### config.mk
export PLATFORM = sky130hd
export DESIGN_NAME = fetch_unit
export DESIGN_NICKNAME = d
export VERILOG_FILES = /design/src/rtl/fetch_unit.sv
export SDC_FILE = /design/constraint.sdc
export NUM_CORES = 1
export LEC_CHECK = 0
export ABC_AREA = 1
export CORE_ASPECT_RATIO = 0.5
export CORE_UTILIZATION = 40
export CTS_CLUSTER_SIZE = 16
export DETAILED_ROUTE_END_ITERATION = 10
export GPL_TIMING_DRIVEN = 0
export PLACE_DENSITY = 0.59
export SLEW_MARGIN = 20
export SYNTH_ARGS = -nofsm -noshare
export SYNTH_HDL_FRONTEND = slang
export SYNTH_SLANG_ARGS = --single-unit
### constraint.sdc
create_clock -name clk_in -period 4.3 [get_ports clk_in]
set_input_delay 0.645 -clock clk_in [delete_from_list [all_inputs] [get_ports clk_in]]
set_output_delay 0.645 -clock clk_in [all_outputs]
set_load 0.05 [all_outputs]
### src/rtl/fetch_unit.sv
// rtl/fetch_unit.sv - instruction fetch front end with predecode, bimodal BHT and issue queue
// Ports: clk_in/rst_in/rdy_in control; mem_* fetch handshake to the memory controller;
// issue_* head of the instruction queue toward dispatch; rob_* branch training and redirect;
// roll_back_out registered flush pulse to the other units.
module fetch_unit #(
  parameter int          ISQ_DEPTH_LOG  = 4,
  parameter int          BHT_INDEX_BITS = 6,
  parameter logic [31:0] RESET_PC       = 32'h0
) (
  input  logic        clk_in,
  input  logic        rst_in,
  input  logic        rdy_in,
  input  logic        mem_idle,
  input  logic        mem_done,
  input  logic [31:0] mem_inst,
  output logic        mem_req,
  output logic [31:0] mem_pc,
  input  logic        issue_ready,
  output logic        issue_valid,
  output logic [31:0] issue_inst,
  output logic [31:0] issue_pc,
  output logic        issue_pred_taken,
  input  logic        rob_branch_commit,
  input  logic [31:0] rob_branch_pc,
  input  logic        rob_branch_taken,
  input  logic        rob_mispredict,
  input  logic [31:0] rob_target_pc,
  output logic        roll_back_out
);
  localparam int DEPTH = 1 << ISQ_DEPTH_LOG;
  localparam int BHT_N = 1 << BHT_INDEX_BITS;
  localparam logic [ISQ_DEPTH_LOG:0] FULL = (ISQ_DEPTH_LOG+1)'(DEPTH);

  localparam logic [1:0] S_IDLE = 2'd0;
  localparam logic [1:0] S_WAIT = 2'd1;
  localparam logic [1:0] S_DROP = 2'd2;

  logic [1:0]               state_q, state_d;
  logic [31:0]              pc_q, pc_d;
  logic [ISQ_DEPTH_LOG-1:0] head_q, head_d, tail_q, tail_d;
  logic [ISQ_DEPTH_LOG:0]   count_q, count_d;
  logic                     roll_back_q;
  logic [1:0]               bht_q [BHT_N];
  logic [31:0]              inst_mem_q [DEPTH];
  logic [31:0]              pc_mem_q [DEPTH];
  logic                     pred_mem_q [DEPTH];

  logic                      fetch_go, push, pop, pred;
  logic [31:0]               imm_j, imm_b, next_pc;
  logic [BHT_INDEX_BITS-1:0] fetch_idx, commit_idx;
  logic                      unused_pc_bits;

  assign fetch_idx  = pc_q[BHT_INDEX_BITS+1:2];
  assign commit_idx = rob_branch_pc[BHT_INDEX_BITS+1:2];
  // Bits of the committing PC outside the table index do not select a counter.
  assign unused_pc_bits = ^{rob_branch_pc[31:BHT_INDEX_BITS+2], rob_branch_pc[1:0]};

  assign imm_j = {{12{mem_inst[31]}}, mem_inst[19:12], mem_inst[20], mem_inst[30:21], 1'b0};
  assign imm_b = {{20{mem_inst[31]}}, mem_inst[7], mem_inst[30:25], mem_inst[11:8], 1'b0};

  // Predecode: JAL always redirects, conditional branches follow the counter MSB,
  // everything else (JALR included) falls through.
  always_comb begin
    next_pc = pc_q + 32'd4;
    pred    = 1'b0;
    case (mem_inst[6:0])
      7'b1101111: begin
        next_pc = pc_q + imm_j;
        pred    = 1'b1;
      end
      7'b1100011: begin
        pred = bht_q[fetch_idx][1];
        if (pred) next_pc = pc_q + imm_b;
      end
      default: ;
    endcase
  end

  // A request is only made with a free slot, so a push can never overflow.
  assign fetch_go = rdy_in && !rst_in && !rob_mispredict && (state_q == S_IDLE) &&
                    mem_idle && (count_q < FULL);
  assign push     = (state_q == S_WAIT) && mem_done && !rob_mispredict;
  assign pop      = issue_valid && issue_ready && !rob_mispredict;

  always_comb begin
    state_d = state_q;
    pc_d    = pc_q;
    head_d  = head_q;
    tail_d  = tail_q;
    count_d = count_q;
    if (rob_mispredict) begin
      pc_d    = rob_target_pc;
      head_d  = '0;
      tail_d  = '0;
      count_d = '0;
      // An outstanding fetch still owes us one mem_done; swallow it in DROP.
      state_d = (state_q != S_IDLE && !mem_done) ? S_DROP : S_IDLE;
    end else begin
      case (state_q)
        S_IDLE: if (fetch_go) state_d = S_WAIT;
        S_WAIT: if (mem_done) begin
          state_d = S_IDLE;
          pc_d    = next_pc;
        end
        S_DROP: if (mem_done) state_d = S_IDLE;
        default: state_d = S_IDLE;
      endcase
      if (push) tail_d = tail_q + 1'b1;
      if (pop)  head_d = head_q + 1'b1;
      case ({push, pop})
        2'b10:   count_d = count_q + 1'b1;
        2'b01:   count_d = count_q - 1'b1;
        default: ;
      endcase
    end
  end

  always_ff @(posedge clk_in) begin
    if (rst_in) begin
      state_q     <= S_IDLE;
      pc_q        <= RESET_PC;
      head_q      <= '0;
      tail_q      <= '0;
      count_q     <= '0;
      roll_back_q <= 1'b0;
      for (int i = 0; i < BHT_N; i++) bht_q[i] <= 2'b01;
    end else if (rdy_in) begin
      state_q     <= state_d;
      pc_q        <= pc_d;
      head_q      <= head_d;
      tail_q      <= tail_d;
      count_q     <= count_d;
      roll_back_q <= rob_mispredict;
      if (rob_branch_commit) begin
        if (rob_branch_taken && bht_q[commit_idx] != 2'b11)
          bht_q[commit_idx] <= bht_q[commit_idx] + 2'd1;
        else if (!rob_branch_taken && bht_q[commit_idx] != 2'b00)
          bht_q[commit_idx] <= bht_q[commit_idx] - 2'd1;
      end
    end
  end

  always_ff @(posedge clk_in) begin
    if (!rst_in && rdy_in && push) begin
      inst_mem_q[tail_q] <= mem_inst;
      pc_mem_q[tail_q]   <= pc_q;
      pred_mem_q[tail_q] <= pred;
    end
  end

  assign mem_req          = fetch_go;
  assign mem_pc           = pc_q;
  assign issue_valid      = (count_q != '0);
  assign issue_inst       = inst_mem_q[head_q];
  assign issue_pc         = pc_mem_q[head_q];
  assign issue_pred_taken = pred_mem_q[head_q];
  assign roll_back_out    = roll_back_q;
endmodule

==> qor.csv <==
metric;value;unit
worst_slack;0.0485;ns
grt_max_degree;29;
yosysWarnings;0;
drtAntennaViolNets;0;
cts_buffer_depth;3;
die_y;267;um
finalCritPeriodShare;98.9;%
syn_area;0.0561;mm^2
fin_skew;0.0631;ns
ir_worst_vdd;0.311;mV
wl;192000;um
grt_overflow;0;
grtUsageTotal;26.5;%
grt_pass1_wl;273000;um
syn_inst;5076;
status;finished clean;
synth_cell_types;43;
hold_path.class;in -> reg;
power-per-cell-area;394;mW/mm^2
synth_nets;5238;
final.min_clock_period;4.25;ns
dieArea;0.142;mm^2
cp.required;3.65;ns
clk_latency;0.75;ns
synth_seq_area_share;64.6;%
start_util;40.6;%
ys_seq_elements;1226;
worstSetupEndpointType;output port;
maxCapViolations;0;
startpoint_type;register;
grt_pass1_vias;39930;
final_cells;7377;
wl_per_cell;26.0;um
drc;0;
hold_viol;0;
critical_path_peak_fanout;10;
rows;96;
die_x;532;um
drtIter0Drc;4424;
leakagePower;23.0;nW
fmax;235;MHz
routabilityCongestion;0.937;
cts-hold-fix-buffers;0;
cts_tree;yes;
cts_buffers;109;
slew_headroom;19.4;%
drv_slew;0;
core_area;0.138;mm^2
antenna_found_initial;14;
syn_area_per_cell;11.1;um^2
synth_top_area_cell;edfxtp_1;
post-place-ws;-0.968;ns
worstSetupPathType;reg -> out;
cpMostUsedCell;clkbuf_4;
arrival;3.61;ns
path_cells;clkbuf_4, clkinv_4, clkbuf_4, clkbuf_1, o211ai_1, nand3_1, nand2_1, clkdlybuf4s15_2;
syn2layout_area_growth;16.8;%
drtPass1Iterations;8;
fin_area;0.0655;mm^2
ios;205;
place_inst;7166;
cpMaxStageDelayCell;o211ai_1;
cpPeakStageDelay;0.51;ns
tightestPinTransition;1.21;ns
nNetsFinal;5578;
setup_viol;0;
synth_top_cell_area_share;62.5;%
synth_top_cells_by_area;edfxtp_1 (63%), nand2_1 (5.7%), mux2i_1 (4.6%);
viasPerCell;5.64;
port_buffers;174;
dpl_cell_area;0.0615;mm^2
h-tree-depth;3;
cts_sinks;1226;
path_clk_slew;0.07;ns
cts-root-buf;clkbuf_16;
hpwl;132000;um
rsz0062_at_grt;false;
layout-drive-gt1-share;8.51;%
vias;41582;
[logic make-up (layout without fill, tap and decap cells)]
| family | after synthesis | after routing | synth area share [%] |
|---|---|---|---|
| other cells | 0 | 2 | 0 |
| compound gates | 1041 | 1041 | 10.6 |
| xor+xnor | 46 | 46 | 0.718 |
| flops | 1226 | 1226 | 64.6 |
| buf+inv | 763 | 1200 | 5.36 |
| fa+ha+maj | 57 | 57 | 1.31 |
| mux | 260 | 260 | 4.64 |
| simple gates | 1683 | 1683 | 12.8 |
[worst max-delay path, delay by kind of cell (launching register included)]
family	cells	cell delay [ns]
DFF	1	0.31
and+or+nand+nor	2	0.29
AOI/OAI and AO/OA	1	0.51
buffers and inverters	5	1.74
[sequential cells by signal (all words and copies together), names as in the netlist, named ones only]
signal         cells
roll_back_out      1
count_q            5
inst_mem_q       512
tail_q             4
mem_pc            32
state_q            2
pc_mem_q         512
pred_mem_q        16
head_q             4
bht_q            128
[metrics by stage]
stage / setup TNS [ns] / power (mW) / utilization, % / hold slack (ns)
floorplan: -346.61 / 14.6 / - / 0.458
global placement: -4316.04 / 15.5 / 43.6 / 0.461
detailed placement: -62.58 / 15.5 / 44.5 / 0.468
CTS: -0.0228 / 25.8 / 47.4 / 0.234
global route: 0 / 26.4 / 47.4 / 0.256
finish: 0 / 25.8 / 47.4 / 0.286
[synthesized netlist by cell type, drive strengths merged]
cell,instances
edfxtp,1168
nand2,850
inv,455
a21oi,386
nand3,377
o21ai,366
nor2,299
o211ai,261
mux2i,260
clkbuf,211
nand4,97
buf,96
dfxtp,58
ha,54
nor3,37
xor2,27
xnor2,19
or2,12
o21bai,8
nand3b,5
a21o,4
a31oi,4
and2,3
fa,3
o21a,3
o22ai,3
a311oi,2
and3,2
a211oi,1
a21boi,1
a22oi,1
a32o,1
clkinv,1
nor4,1
[cell usage in the layout (no fill, tap or decap), types with 6 or more instances in the layout]
cell             count
buf_12              31
nand3_1            376
clkbuf_4            14
clkdlybuf4s15_1      7
ha_1                54
xnor2_1             19
buf_2               61
xor2_1              27
o21ai_1             17
o21bai_1             8
mux2i_1            260
nor3_2               7
clkinv_1            28
edfxtp_1          1168
buf_16              23
dfxtp_2             10
nor2_4              16
clkbuf_16          113
a21oi_1            386
o21ai_0            349
bufinv_16           16
buf_1               21
o211ai_1           261
nand2_1            850
dlygate4sd2_1        8
clkinv_2            24
nand4_1             97
or2_2                8
clkbuf_2            39
dfxtp_1             47
clkdlybuf4s50_1     97
inv_2               11
buf_4               21
inv_1              444
clkdlybuf4s15_2     49
nor2_1             283
clkinvlp_4           6
nor3_1              30
clkbuf_1           169
[layer usage]
metal	global-route usage (%)	up-vias	part of all wire, %
met5	0	-	0.035
met4	9.73	10	3.6
met3	4.61	365	8.2
met2	44.0	1868	47
met1	34.9	20495	41
li1	-	18844	-
[power by group]
group	switching [mW]	internal [mW]	total [mW]
sequential	0.156	13.1	13.2
clock	4.63	5.84	10.5
combinational	1.49	0.596	2.08
total	6.28	19.5	25.8
[cell type report]
| cell class | count | area (um^2) |
|---|---|---|
| repair buffers | 231 | 3000 |
| diodes | 2 | 5.00 |
| well taps | 1862 | 2330 |
| clock buffers | 127 | 2910 |
| multi-input cells | 3087 | 17000 |
| flip-flops and latches | 1226 | 36300 |
| plain buffers | 305 | 1430 |
| inverters | 456 | 1720 |
| clock inverters | 81 | 877 |
| fillers | 12499 | 72600 |
[worst paths after layout]
check,from,end,slack [ns],cells past startpoint
worst max-delay path,register,issue_inst[27],0.05,8
worst min-delay path,mem_inst[31],inst_mem_q[10][31],0.29,1
worst min register to register,roll_back_out,roll_back_out,0.48,2
worst max register to register,register,pred_mem_q[5],0.10,10
[timing repair]
| action | 4_1_cts | 5_1_grt |
|---|---|---|
| endpoints found under the hold margin | 0 | 0 |
| pin swaps | 1 | 0 |
| gates resized for setup | 257 | 9 |
| buffers inserted | 0 | 3 |
| setup endpoints to repair | 66 | 18 |
Power figures use the tool's default switching activity.
